### src/rtl/pcc_pkg.sv
// pcc_pkg: shared types and sizing helpers for the streaming popcount comparator.
//
// Contents:
//   pcc_state_t - controller state (IDLE, ACCUM, DONE)
//   pcc_beats() - number of accumulate cycles: ceil(max(npos,nneg)/chunk)
//   pcc_dw()    - signed accumulator width: clog2(npos+nneg+1)+2
//
// Optional feature macro used by the files that import this package:
//   PCC_DIFF_OUT_EN - adds the registered signed difference output 'diff'.
package pcc_pkg;

    typedef enum logic [1:0] {
        IDLE  = 2'd0,
        ACCUM = 2'd1,
        DONE  = 2'd2
    } pcc_state_t;

    function automatic int pcc_beats(input int npos, input int nneg, input int chunk);
        int widest;
        widest = (npos > nneg) ? npos : nneg;
        return (widest + chunk - 1) / chunk;
    endfunction

    // Two guard bits above the magnitude range leave room for the sign and
    // for any BIAS that fits the stated range.
    function automatic int pcc_dw(input int npos, input int nneg);
        return $clog2(npos + nneg + 1) + 2;
    endfunction

endpackage : pcc_pkg

### src/rtl/pcc_stream_if.sv
// pcc_stream_if: valid/ready bundle between a vote-bit producer/result
// consumer (master) and the pcc_stream comparator (slave).
//
// Signals:
//   in_valid / in_ready   - input transaction handshake
//   pos [N_POS]           - positive vote bits
//   neg [N_NEG]           - negative vote bits
//   out_valid / out_ready - result handshake
//   outval                - 1 when popcount(pos)-popcount(neg)+BIAS >= 0
//   diff [DW]             - signed difference (only with PCC_DIFF_OUT_EN)
interface pcc_stream_if #(
    parameter int N_POS = 6,
    parameter int N_NEG = 9
);
`ifdef PCC_DIFF_OUT_EN
    localparam int DW = pcc_pkg::pcc_dw(N_POS, N_NEG);
`endif

    logic             in_valid;
    logic             in_ready;
    logic [N_POS-1:0] pos;
    logic [N_NEG-1:0] neg;
    logic             out_valid;
    logic             out_ready;
    logic             outval;
`ifdef PCC_DIFF_OUT_EN
    logic [DW-1:0]    diff;
`endif

    modport master (
        output in_valid, pos, neg, out_ready,
        input  in_ready, out_valid, outval
`ifdef PCC_DIFF_OUT_EN
        , input diff
`endif
    );

    modport slave (
        input  in_valid, pos, neg, out_ready,
        output in_ready, out_valid, outval
`ifdef PCC_DIFF_OUT_EN
        , output diff
`endif
    );

endinterface : pcc_stream_if

### src/rtl/pcc_chunk_popcount.sv
// pcc_chunk_popcount: combinational population count of one CHUNK-bit slice.
//
// Ports:
//   bits  [CHUNK]           - slice to count
//   count [clog2(CHUNK+1)]  - number of set bits in 'bits'
module pcc_chunk_popcount #(
    parameter int CHUNK = 4,
    localparam int CW = $clog2(CHUNK + 1)
) (
    input  logic [CHUNK-1:0] bits,
    output logic [CW-1:0]    count
);

    always_comb begin
        count = '0;
        for (int i = 0; i < CHUNK; i++) begin
            count = count + CW'(bits[i]);
        end
    end

endmodule : pcc_chunk_popcount

### src/rtl/pcc_stream.sv
// pcc_stream: multi-cycle popcount comparator.
//
// Captures one positive and one negative vote vector per transaction, counts
// CHUNK bits of each per cycle into a signed accumulator preloaded with BIAS,
// and presents outval = (popcount(pos) - popcount(neg) + BIAS >= 0) until the
// consumer takes it. No transactions overlap: in_ready is only high in IDLE.
//
// Ports:
//   clk   - clock, rising edge
//   rst_n - asynchronous active-low reset (synchronous release expected)
//   bus   - pcc_stream_if.slave: in_valid/in_ready/pos/neg,
//           out_valid/out_ready/outval, and diff when PCC_DIFF_OUT_EN is set
//
// Optional feature macro: PCC_DIFF_OUT_EN - drives bus.diff with the final
// signed difference, registered, held between results, reset to 0.
module pcc_stream
    import pcc_pkg::*;
#(
    parameter int N_POS = 6,
    parameter int N_NEG = 9,
    parameter int CHUNK = 4,
    parameter int BIAS  = 0
) (
    input  logic         clk,
    input  logic         rst_n,
    pcc_stream_if.slave  bus
);

    localparam int BEATS = pcc_beats(N_POS, N_NEG, CHUNK);
    localparam int DW    = pcc_dw(N_POS, N_NEG);
    localparam int PADW  = BEATS * CHUNK;
    localparam int CW    = $clog2(CHUNK + 1);
    localparam int KW    = (BEATS > 1) ? $clog2(BEATS) : 1;

    localparam logic [KW-1:0] LAST_BEAT = KW'(BEATS - 1);
    localparam logic [DW-1:0] BIAS_DW   = DW'(BIAS);

    pcc_state_t state_reg;
    pcc_state_t state_next;

    logic [PADW-1:0]  pos_ext;
    logic [PADW-1:0]  neg_ext;
    logic [PADW-1:0]  pos_reg;
    logic [PADW-1:0]  neg_reg;
    logic [KW-1:0]    beat_reg;
    logic [DW-1:0]    acc_reg;
    logic [DW-1:0]    acc_next;

    logic [CHUNK-1:0] pos_chunk [BEATS];
    logic [CHUNK-1:0] neg_chunk [BEATS];
    logic [CHUNK-1:0] pos_sel;
    logic [CHUNK-1:0] neg_sel;
    logic [CW-1:0]    pos_cnt;
    logic [CW-1:0]    neg_cnt;

    logic             accept;
    logic             last_beat;

    // ------------------------------------------------------------------
    // Zero-extend the inputs to a whole number of chunks so the padding
    // bits above N_POS/N_NEG contribute nothing to the counts.
    // ------------------------------------------------------------------
    always_comb begin
        pos_ext = '0;
        neg_ext = '0;
        pos_ext[N_POS-1:0] = bus.pos;
        neg_ext[N_NEG-1:0] = bus.neg;
    end

    // Slice the captured vectors into chunks; the beat counter picks one.
    generate
        for (genvar gi = 0; gi < BEATS; gi++) begin : g_chunk
            assign pos_chunk[gi] = pos_reg[gi*CHUNK +: CHUNK];
            assign neg_chunk[gi] = neg_reg[gi*CHUNK +: CHUNK];
        end
    endgenerate

    assign pos_sel = pos_chunk[beat_reg];
    assign neg_sel = neg_chunk[beat_reg];

    pcc_chunk_popcount #(.CHUNK(CHUNK)) u_pos_count (
        .bits  (pos_sel),
        .count (pos_cnt)
    );

    pcc_chunk_popcount #(.CHUNK(CHUNK)) u_neg_count (
        .bits  (neg_sel),
        .count (neg_cnt)
    );

    assign accept    = (state_reg == IDLE) && bus.in_valid;
    assign last_beat = (beat_reg == LAST_BEAT);

    // Counts are unsigned and narrower than DW, so the casts zero-extend;
    // the sum wraps in two's complement, which DW keeps from overflowing.
    assign acc_next = acc_reg + DW'(pos_cnt) - DW'(neg_cnt);

    // ------------------------------------------------------------------
    // Controller
    // ------------------------------------------------------------------
    always_ff @(posedge clk or negedge rst_n) begin
        if (!rst_n) begin
            state_reg <= IDLE;
        end else begin
            state_reg <= state_next;
        end
    end

    always_comb begin
        state_next    = state_reg;
        bus.in_ready  = 1'b0;
        bus.out_valid = 1'b0;
        bus.outval    = 1'b0;
        case (state_reg)
            IDLE: begin
                bus.in_ready = 1'b1;
                if (bus.in_valid) begin
                    state_next = ACCUM;
                end
            end
            ACCUM: begin
                if (last_beat) begin
                    state_next = DONE;
                end
            end
            DONE: begin
                bus.out_valid = 1'b1;
                bus.outval    = ~acc_reg[DW-1];
                if (bus.out_ready) begin
                    state_next = IDLE;
                end
            end
            default: begin
                state_next = IDLE;
            end
        endcase
    end

    // ------------------------------------------------------------------
    // Datapath: capture registers, beat counter, accumulator
    // ------------------------------------------------------------------
    always_ff @(posedge clk or negedge rst_n) begin
        if (!rst_n) begin
            pos_reg  <= '0;
            neg_reg  <= '0;
            beat_reg <= '0;
            acc_reg  <= '0;
        end else if (accept) begin
            pos_reg  <= pos_ext;
            neg_reg  <= neg_ext;
            beat_reg <= '0;
            acc_reg  <= BIAS_DW;
        end else if (state_reg == ACCUM) begin
            acc_reg  <= acc_next;
            beat_reg <= last_beat ? '0 : beat_reg + KW'(1);
        end
    end

`ifdef PCC_DIFF_OUT_EN
    logic [DW-1:0] diff_reg;

    // Loaded with the same value the accumulator takes on entering DONE,
    // so it matches the accumulator throughout DONE and holds afterwards.
    always_ff @(posedge clk or negedge rst_n) begin
        if (!rst_n) begin
            diff_reg <= '0;
        end else if ((state_reg == ACCUM) && last_beat) begin
            diff_reg <= acc_next;
        end
    end

    assign bus.diff = diff_reg;
`endif

endmodule : pcc_stream

### src/flat_wrapper.sv
// flat-port wrapper written by rule: the top's interface ports become plain ports
module pcc_stream_flat import pcc_pkg::*;
#(
    parameter int N_POS = 6,
    parameter int N_NEG = 9,
    parameter int CHUNK = 4,
    parameter int BIAS  = 0
)
  (clk, rst_n, bus_in_valid, bus_pos, bus_neg, bus_out_ready, bus_in_ready, bus_out_valid, bus_outval);
  pcc_stream_if #(.N_POS(N_POS), .N_NEG(N_NEG)) bus_i ();
  input  logic clk;
  input  logic rst_n;
  input wire logic [$bits(bus_i.in_valid)-1:0] bus_in_valid;
  input wire logic [$bits(bus_i.pos)-1:0] bus_pos;
  input wire logic [$bits(bus_i.neg)-1:0] bus_neg;
  input wire logic [$bits(bus_i.out_ready)-1:0] bus_out_ready;
  output wire logic [$bits(bus_i.in_ready)-1:0] bus_in_ready;
  output wire logic [$bits(bus_i.out_valid)-1:0] bus_out_valid;
  output wire logic [$bits(bus_i.outval)-1:0] bus_outval;
  assign bus_i.in_valid = bus_in_valid;
  assign bus_i.pos = bus_pos;
  assign bus_i.neg = bus_neg;
  assign bus_i.out_ready = bus_out_ready;
  assign bus_in_ready = bus_i.in_ready;
  assign bus_out_valid = bus_i.out_valid;
  assign bus_outval = bus_i.outval;
  pcc_stream #(.N_POS(N_POS), .N_NEG(N_NEG), .CHUNK(CHUNK), .BIAS(BIAS)) u_core (.clk(clk), .rst_n(rst_n), .bus(bus_i));
endmodule
### config.mk
export PLATFORM = sky130hd
export DESIGN_NAME = pcc_stream_flat
export DESIGN_NICKNAME = d
export VERILOG_FILES = /design/src/rtl/pcc_pkg.sv /design/src/rtl/pcc_stream_if.sv /design/src/rtl/pcc_chunk_popcount.sv /design/src/rtl/pcc_stream.sv /design/src/flat_wrapper.sv
export SDC_FILE = /design/constraint.sdc
export NUM_CORES = 1
export LEC_CHECK = 0
export ABC_AREA = 1
export CAP_MARGIN = 15
export CORE_MARGIN = 5
export CORE_UTILIZATION = 50
export CTS_BUF_LIST = sky130_fd_sc_hd__clkbuf_4 sky130_fd_sc_hd__clkbuf_8
export DETAILED_ROUTE_END_ITERATION = 10
export HOLD_SLACK_MARGIN = 0.15
export PLACE_DENSITY = 0.74
export SLEW_MARGIN = 0
export SYNTH_ARGS = -nofsm -noshare
export SYNTH_HDL_FRONTEND = slang
export SYNTH_SLANG_ARGS = --single-unit
### constraint.sdc
create_clock -name clk -period 3.3 [get_ports clk]
set_clock_uncertainty 0.2 [all_clocks]
set_input_delay 0.66 -clock clk [delete_from_list [all_inputs] [get_ports clk]]
set_output_delay 0.66 -clock clk [all_outputs]
set_load 0.01 [all_outputs]
== After elaboration in Yosys (flattened, before gate mapping) ==
Cells that the tools add are included.

* Bits in registers: 25
* Input bits: 19
* Output and inout bits: 3
* Logic and storage cells: 45

* $add $sub $neg: 9
* Magnitude comparators: 1
* Eq/ne operators: 6
* Mux-type cells: 18
* Bitwise gates (word level): 2
* Reductions and logical operators: 4

{| class="wikitable"
|+ Operator list
! kind !! number
|-
| binary-select mux 4 bit (select 2 bit) || 2
|-
| 2-to-1 mux 4 bit || 4
|-
| 2-to-1 mux 2 bit || 6
|-
| 2-to-1 mux 6 bit || 2
|-
| adder 2 x 1 -> 3 bit || 2
|-
| adder 3 x 1 -> 3 bit || 2
|-
| adder 6 x 3 -> 6 bit || 1
|-
| case mux 2 bit (3 select lines) || 1
|-
| subtractor 6 x 3 -> 6 bit || 1
|-
| adder 1 x 1 -> 2 bit || 2
|-
| equality test 2 bit (second input constant) || 2
|-
| inequality test 2 bit (second input constant) || 2
|-
| >= comparator 3 bit (second input constant) || 1
|-
| 2-to-1 mux 1 bit || 3
|-
| inverter 2 -> 3 bit || 1
|-
| AND reduction 3 bit || 1
|-
| adder 2 x 1 -> 2 bit (second input constant) || 1
|-
| equality test 2 x 1 -> 1 bit (second input constant) || 1
|-
| logical NOT 2 bit || 1
|-
| inequality test 2 x 1 -> 1 bit (second input constant) || 1
|-
| nonzero test 2 bit || 1
|-
| logical AND 1 bit || 1
|-
| inverter 1 bit || 1
|}

== Depth between registers and ports, before layout ==
Gate-level depths: netlist of run 1.

* Depth after elaboration: 11
* Depth in mapped cells: 19
* Depth with buffers taken out: 19

== Modules after synthesis ==
Synthesis of run 1 repeated with hierarchy kept, for this count alone.

* Cells, all modules: 187
* Area, all modules: 1516.5 sq um

{| class="wikitable"
|+ By module, submodules not included
! module !! instances !! cells an instance !! area an instance (sq um) !! sequential area each (sq um)
|-
| pcc_stream || 1 || 171 || 1388.8 || 625.6
|-
| pcc_chunk_popcount || 2 || 8 || 63.8 || 0.0
|}

== Worst setup path after synthesis of run 1 ==
No wires, ideal clock.

* Path kind: register -> register
* Start point: register u_core.beat_reg[1]
* End point: register u_core.acc_reg[2]
* Library setup time: 0.127 ns
* Arrival time: 3.127 ns
* Data required time: 2.973 ns
* Path slack: -0.154 ns
* Stages on the path, launching flop included: 15
* Buffers on the path: 0
* Clock period less this slack: 3.454 ns
* Path through: dfrtp_1 > nor2_1 > inv_1 > nor2_1 > a21oi_1 > fa_1 > inv_1 > fa_1 > inv_1 > fa_1 > inv_1 > ha_1 > fa_1 > nand2_1 > o21ai_0

* Word-level cells in the longest chain between the ends: 11
* Elaborated cells between the ends (all ways): 17
* Classes of those cells: add/sub: 8; mux: 8; bitwise: 1

{| class="wikitable"
|+ Ends and longest elaborated chain
! what !! RTL line !! source
|-
| start, declared || pcc_stream.sv:45 || <nowiki>logic [KW-1:0] beat_reg;</nowiki>
|-
| start signal, assigned || pcc_stream.sv:155 || <nowiki>beat_reg <= last_beat ? '0 : beat_reg + KW'(1);</nowiki>
|-
| inverter 2 -> 3 bit (not written as such) * || pcc_stream.sv:78, pcc_stream.sv:79 ||
|-
| binary-select mux 4 bit (select 2 bit) || pcc_stream.sv:78 || <nowiki>assign pos_sel = pos_chunk[beat_reg];</nowiki>
|-
| 2-to-1 mux 4 bit (not written as such) (2 in a row) || pcc_stream.sv:78 ||
|-
| adder 1 x 1 -> 2 bit || pcc_chunk_popcount.sv:17 || <nowiki>count = count + CW'(bits[i]);</nowiki>
|-
| adder 2 x 1 -> 3 bit || pcc_chunk_popcount.sv:17 ||
|-
| adder 3 x 1 -> 3 bit || pcc_chunk_popcount.sv:17 ||
|-
| adder 6 x 3 -> 6 bit || pcc_stream.sv:96 || <nowiki>assign acc_next = acc_reg + DW'(pos_cnt) - DW'(neg_cnt);</nowiki>
|-
| subtractor 6 x 3 -> 6 bit * || pcc_stream.sv:96 ||
|-
| 2-to-1 mux 6 bit * || pcc_stream.sv:153 || <nowiki>end else if (state_reg == ACCUM) begin</nowiki>
|-
| 2-to-1 mux 6 bit * || pcc_stream.sv:148 || <nowiki>end else if (accept) begin</nowiki>
|-
| end signal, assigned || pcc_stream.sv:154 || <nowiki>acc_reg <= acc_next;</nowiki>
|-
| end, declared || pcc_stream.sv:46 || <nowiki>logic [DW-1:0] acc_reg;</nowiki>
|}

Every way passes the cells marked *; elsewhere a longest branch is shown, timed or not. The select of a mux whose other input is x is not followed.
A chain may end at the register's enable or synchronous reset.

== Worst setup path in the final report of run 1 ==
* Start point: register u_core.beat_reg[0]
* End point: register u_core.acc_reg[5]

The elaborated chain is that of the path after synthesis.

==> key figures, run 1 <==
Timing
  – Slew Viols, Final: 0
  – Min Tclk post-route: 3422 ps
  – Final Cycle Share: 103.7%
  – TNS Setup: -337.4 ps
  – Slew @ Worst Pin: 320.8 ps
  – RSZ-0062 raised after global routing: yes
  – Fmax: 292.2 MHz
  – Endpoints failing setup: 4
  – Final Hold Vio Count: 0
  – Rel. slew slack: 78.62%
  – Final setup margin: -122.1 ps

Placement
  – Setup WS pre-CTS: -106.3 ps
  – Detailed Place HPWL: around 2200 um
  – RePlAce Congestion: 0.9218
  – Port buffer count: 21

Hold path
  – Hold path cells: 2
  – Worst hold path class: register to register

CTS
  – Clk sink count: 25
  – Hold_buf cts: 0
  – CTS max path bufs: 2
  – Clock insertion delay at the later pin of the skew report: a little over 300 ps
  – CTS buffer count: 3
  – CTS tree: yes
  – Clock root cell: clkbuf_4
  – H-tree Lvls: 1
  – Clock transition at the registers of the reported paths: 150 ps

Yosys
  – Area contributors post-synth: dfrtp_1 45%, nand2_1 18%, fa_1 10%, inv_1 6.7%, ha_1 4.5%
  – Synthesized Nets: 199
  – Asr flop ratio synth: 100.0%
  – Synthesis-stage register bit count: 25
  – Area share of the largest cell type after synthesis: 44.92%
  – Syn Inst Count: 168
  – Top cell type by total area after synthesis: dfrtp_1
  – Cell Area, Synth: 1393 um2
  – Ys Warns: 0
  – Cell with the most instances after synthesis: nand2_1
  – EDFF count, synth: 0
  – Mean Syn Cell Area: 8.289 um2
  – Most common library cells after synthesis: 68 x nand2_1, 25 x dfrtp_1, 25 x inv_1, 8 x nor2_1
  – Synth unique cells: 20
  – Dominant synthesized flop cell: dfrtp_1
  – Register area share after synthesis: 44.92%

Critical path
  – R2R Setup Slk: -120 ps
  – Slowest Stage Delay on Critical Path: just over 500 ps
  – Crit end category: register
  – Most frequent cell on the critical path: inv_2
  – Slowest-stage cell, CP: fa_1
  – CP Launch Type: register
  – Reg2Reg Depth: 19
  – CP arrival: around 3500 ps
  – Req. time, crit path: 3330 ps
  – Worst Setup Path Type: register to register
  – Worst-path fanout max: 5
  – Cell breakdown of the critical path: inv_2 -> nor2_4 -> inv_2 -> nor2_2 -> a21oi_2 -> fa_1 -> inv_1 -> fa_2 -> inv_2 -> fa_1 -> inv_2 -> ha_4 -> fa_2 -> nand2_2 -> nand3_2 -> inv_2 -> nand3_2 -> nand3_2 -> nand2_1

Cells and area
  – Ant diodes: 0
  – Layout cell share with drive strength beyond 1: 23.65%
  – Nets: 235
  – Largest register FFs: 9
  – P&R area growth vs syn: 32.52%

GRT
  – Global routing usage on met1: 20.51%
  – Vias in the first global route: 1,197
  – Initial antenna violation count: 0
  – GR peak layer: met2
  – First-pass GRT wire length: ~5100 um
  – Met3 Track Usage GR: 3.237%
  – Largest net degree at the start of global routing: 26
  – Met2 layer usage reported by global route: a little over a quarter
  – Gr usage total: approximately 16%
  – Gr ovfl total: 0

Route
  – Post-DR vias/cell: approximately 5.2
  – Vias: 1,218
  – Drt total wl: 3044 um
  – # DRC: 0
  – Iteration-0 DRC Markers: 52
  – Final ANT Viol Nets: 0
  – DR WL/cell: 13.01 um
  – Drt first pass iters: 4

Floorplan
  – Top Ports: 22
  – Die footprint: 3941 um2
  – Total core area: 2710 um2
  – Starting density of the core: ~50%
  – Die H: 62.78 um
  – Die X: 62.78 um
  – Core Rows: 19

Outcome
  – Status: finished with violations
  – Failing checks: setup timing

Flow run
  – MaxCap Viol Count: 0
-- path summary, 6_finish.rpt --
| kind | startpoint | end |
|---|---|---|
| setup / recovery | u_core.beat_reg[0]$_DFFE_PN0P_ | u_core.acc_reg[5]$_DFFE_PN0P_ |
| hold / removal | u_core.neg_reg[0]$_DFFE_PN0P_ | u_core.neg_reg[0]$_DFFE_PN0P_ |
| setup reg to reg | u_core.beat_reg[0]$_DFFE_PN0P_ | u_core.acc_reg[5]$_DFFE_PN0P_ |
| hold reg to reg | u_core.neg_reg[0]$_DFFE_PN0P_ | u_core.neg_reg[0]$_DFFE_PN0P_ |
| max in group asynchronous | rst_n | u_core.beat_reg[1]$_DFFE_PN0P_ |
| min in group asynchronous | rst_n | u_core.state_reg[1]$_DFFE_PN0P_ |
-- critical path, delay by kind of cell (launching register included) --
family                     cells  cell delay (ps)
DFF                            1              440
and+or+nand+nor                7              600
AOI/OAI and AO/OA              1               40
buffers and inverters          6              360
adders and majority gates      5             1660
-- what timing repair did --
action	in CTS	in global routing
setup buffers	2	3
endpoints found under the hold margin	0	0
gates resized for setup	10	15
cloned	0	0
pin swaps	7	8
setup endpoints to repair	3	4
-- logic make-up (layout without fill, tap and decap cells) --
family | Yosys count | count (layout) | share of synthesized area (%)
fa+ha+maj | 12 | 12 | 14.55
compound gates | 16 | 16 | 7.277
flops | 25 | 25 | 44.92
simple gates | 87 | 87 | 25.07
buf+inv | 28 | 63 | 8.175
-- layer usage --
layer | vias to the layer above | part of all wire, %
li1 | 586 | -
met1 | 583 | 40
met2 | 45 | 53
met3 | 4 | 5.7
met4 | 0 | 1.1
met5 | - | 0
-- through the flow --
step / utilization, % / hold slack (ps) / instances / cell area (um2)
after CTS: 65.70 / 301.9 / 232 / 1780
after floorplan: - / 164.4 / 168 / 1411
after global routing: 68.10 / 320.2 / 234 / 1846
final: 68.10 / 303.7 / 234 / 1846
after detailed placement: 62.88 / 265.8 / 226 / 1704
after global placement: 62.88 / 266.5 / 226 / 1704
-- cell usage in the layout (no fill, tap or decap), types with 2 or more instances in the layout --
master	netlist	routed
inv_1	25	16
nor2_4	0	3
o21ai_1	1	2
nor2_1	8	4
a22oi_1	2	2
clkdlybuf4s50_1	0	21
nor2_2	1	2
fa_2	0	3
nand2_4	1	2
buf_4	0	11
a22o_1	4	4
inv_2	1	10
nand2_1	68	66
nand3_2	0	6
fa_1	7	4
ha_1	5	4
clkbuf_4	0	3
dfrtp_1	25	24
o21ai_0	6	5
nand2_2	1	2
-- area by class of cell --
cell class,instances,area (um2)
Timing Repair Buffer,33,304.0
Inverter,26,97.59
Clock buffer,3,22.52
Fill cell,226,864.6
Sequential cell,25,626.9
Tap cell,31,38.79
Multi-Input combinational cell,115,748.2
Clock inverter,1,7.507
Power of run 1 is left out: the tool's default activity adds up to more than one toggle a clock period on the data nets, which glitch-free logic cannot reach.
==> inputs of run 2 (changes only) <==
--- a/config.mk
+++ b/config.mk
@@ -8,12 +8,13 @@
 export ABC_AREA = 1
 export CAP_MARGIN = 15
 export CORE_MARGIN = 5
-export CORE_UTILIZATION = 50
+export CORE_UTILIZATION = 45
 export CTS_BUF_LIST = sky130_fd_sc_hd__clkbuf_4 sky130_fd_sc_hd__clkbuf_8
 export DETAILED_ROUTE_END_ITERATION = 10
 export HOLD_SLACK_MARGIN = 0.15
-export PLACE_DENSITY = 0.74
+export PLACE_DENSITY = 0.78
 export SLEW_MARGIN = 0
 export SYNTH_ARGS = -nofsm -noshare
 export SYNTH_HDL_FRONTEND = slang
 export SYNTH_SLANG_ARGS = --single-unit
+export TNS_END_PERCENT = 10
==> run 2 against run 1 <==
  * The run still ends with setup timing left
  * Routed wire length fell by 2.9%
  * Sequential cell count stayed put
  * Register-to-register slack got worse by 40 ps
  * Core utilization decreased by 7.2 points
  * Critical path depth fell by 2
  * Cell count is 0.43% lower
  * Die area up 9.3%
  * Hold slack worse by 2.2 ps
  * Setup slack lost 41 ps
  * First-iteration DRC count down 58%
  * Count of clock-buffer cells in the layout did not move
==> key figures, run 2 (same netlist as run 1, synthesis figures left out) <==
Route
  – Post-DR vias/cell: 4.936 (-5.2%)
  – DR WL/cell: 12.68 um (-2.5%)
  – Final ANT Viol Nets: 0 (unchanged)
  – # DRC: 0 (unchanged)
  – Drt first pass iters: 4 (unchanged)
  – Iteration-0 DRC Markers: 22 (-58%)
  – Drt total wl: 2955 um (-2.9%)
  – Vias: 1,150 (-5.6%)

CTS
  – Clock transition at the registers of the reported paths: 150 ps (about the same)
  – CTS tree: yes
  – Clock insertion delay at the later pin of the skew report: 330 ps (+20 ps)
  – Hold_buf cts: 0 (unchanged)
  – H-tree Lvls: 1 (unchanged)
  – CTS max path bufs: 2 (unchanged)
  – CTS buffer count: 3 (unchanged)
  – Clock root cell: clkbuf_4
  – Clk sink count: 25 (unchanged)

Floorplan
  – Die X: 65.63 um (+4.5%)
  – Core Rows: 20 (+1)
  – Total core area: 3003 um2 (+11%)
  – Die footprint: 4307 um2 (+9.3%)
  – Top Ports: 22 (unchanged)
  – Die H: 65.63 um (+4.5%)
  – Starting density of the core: 46.38% (-5.0 points)

Placement
  – Port buffer count: 21 (unchanged)
  – Detailed Place HPWL: 2249 um (+3.0%)
  – RePlAce Congestion: 0.8425 (-8.6%)

Hold path
  – Hold path cells: 2 (unchanged)
  – Worst hold path class: register to register

Outcome
  – Failing checks: setup timing
  – Status: finished with violations

Timing
  – Final setup margin: -162.6 ps (-40.56 ps)
  – Min Tclk post-route: 3463 ps (+40.56 ps)
  – Final Cycle Share: 104.9% (+1.2 points)
  – Slew Viols, Final: 0 (unchanged)
  – Endpoints failing setup: 4 (unchanged)
  – Final Hold Vio Count: 0 (unchanged)
  – Fmax: 288.8 MHz (-1.2%)
  – Slew @ Worst Pin: 326.5 ps (+5.748 ps)
  – Worst Hold Slack: 301.5 ps (-2.190 ps)
  – RSZ-0062 raised after global routing: yes
  – Rel. slew slack: 78.23% (-0.38 points)

Critical path
  – Req. time, crit path: 3370 ps (+40 ps)
  – Most frequent cell on the critical path: inv_2
  – Cell breakdown of the critical path: inv_2 -> nor2_4 -> a22o_1 -> fa_1 -> inv_2 -> fa_2 -> inv_2 -> fa_2 -> inv_2 -> ha_4 -> fa_2 -> nand2_2 -> nand3_2 -> inv_2 -> nand3_2 -> nand3_2 -> nand2_2
  – Slowest-stage cell, CP: fa_1
  – CP Launch Type: register
  – Reg2Reg Depth: 17 (-2)
  – Crit end category: register
  – CP arrival: 3530 ps (+80 ps)
  – Worst Setup Path Type: register to register
  – Worst-path fanout max: 5 (unchanged)
  – Slowest Stage Delay on Critical Path: 570 ps (+60 ps)

Cells and area
  – Largest register FFs: 9 (unchanged)
  – Commonest non-fill, non-tap cells in the layout: 66 x nand2_1, 24 x dfrtp_1, 21 x clkdlybuf4s50_1, 17 x inv_1, 8 x inv_2
  – Nets: 232 (-1.3%)
  – Layout cell share with drive strength beyond 1: 21.00% (-2.6 points)
  – Commonest non-fill, non-tap cell in the layout: nand2_1
  – P&R area growth vs syn: 31.27%
  – Ant diodes: 0 (unchanged)
  – FILL cells: 278 (+23%)

GRT
  – Largest net degree at the start of global routing: 26 (unchanged)
  – Gr ovfl total: 0 (unchanged)
  – Gr usage total: 15.13% (-0.59 points)
  – Initial antenna violation count: 0 (unchanged)
  – Vias in the first global route: 1,176 (-1.8%)
  – First-pass GRT wire length: 5133 um (+0.41%)

Flow run
  – MaxCap Viol Count: 0 (unchanged)
run 2: layout make-up:
| class | count | area [um2] | area share [%] |
|---|---|---|---|
| multi-input combinational | 115 | 738.2 | 40.38 |
| sequential | 25 | 626.9 | 34.29 |
| timing repair buffer | 30 | 294.0 | 16.08 |
| inverter | 26 | 100.1 | 5.476 |
| tap | 33 | 41.29 | 2.259 |
| clock buffer | 3 | 22.52 | 1.232 |
| clock inverter | 1 | 5.005 | 0.2738 |
run 2: path summary, 6_finish.rpt:
check / from / end / slack, ps
worst max-delay path: u_core.beat_reg[0]$_DFFE_PN0P_ / u_core.acc_reg[5]$_DFFE_PN0P_ / -160
worst min-delay path: u_core.pos_reg[3]$_DFFE_PN0P_ / u_core.pos_reg[3]$_DFFE_PN0P_ / 300
worst max register to register: u_core.beat_reg[0]$_DFFE_PN0P_ / u_core.acc_reg[5]$_DFFE_PN0P_ / -160
worst min register to register: u_core.pos_reg[3]$_DFFE_PN0P_ / u_core.pos_reg[3]$_DFFE_PN0P_ / 300
max in group asynchronous: rst_n / u_core.beat_reg[1]$_DFFE_PN0P_ / 2170
min in group asynchronous: rst_n / u_core.acc_reg[0]$_DFFE_PN0P_ / 470
run 2: critical path, delay by kind of cell (launching register included):
kind | cells | cell delay (ps)
DFF | 1 | 440
adders and majority gates | 5 | 1830
AOI/OAI and AO/OA | 1 | 200
and+or+nand+nor | 6 | 410
buffers and inverters | 5 | 310
run 2: metal layers:
| layer | track usage, % | wire, um | vias up |
|---|---|---|---|
| li1 | - | - | 581 |
| met1 | 19.37 | 1312 | 544 |
| met2 | 26.41 | 1533 | 20 |
| met3 | 2.906 | 78 | 5 |
| met4 | 3.109 | 31 | 0 |
| met5 | 0 | 0 | - |
run 2: what timing repair did:
item,in CTS,in global routing
setup buffers,1,2
gates resized for setup,13,9
endpoints found under the setup margin,2,4
pin swaps,10,9
endpoints found under the hold margin,0,0
run 2: stage by stage:
step	instance area [um2]	util (%)	std cells	TNS (ps)	setup WS (ps)
3_3_place_gp	1712	57.00	227	-93.10	-65.19
4_1_cts	1782	59.33	232	-352.8	-152.4
6_report	1828	60.88	233	-465.3	-162.6
2_1_floorplan	1411	-	168	0	2.051
5_1_grt	1828	60.88	233	-920.6	-284.9
3_5_place_dp	1712	57.00	227	-312.5	-189.7
Power of run 2 is left out for the same reason.
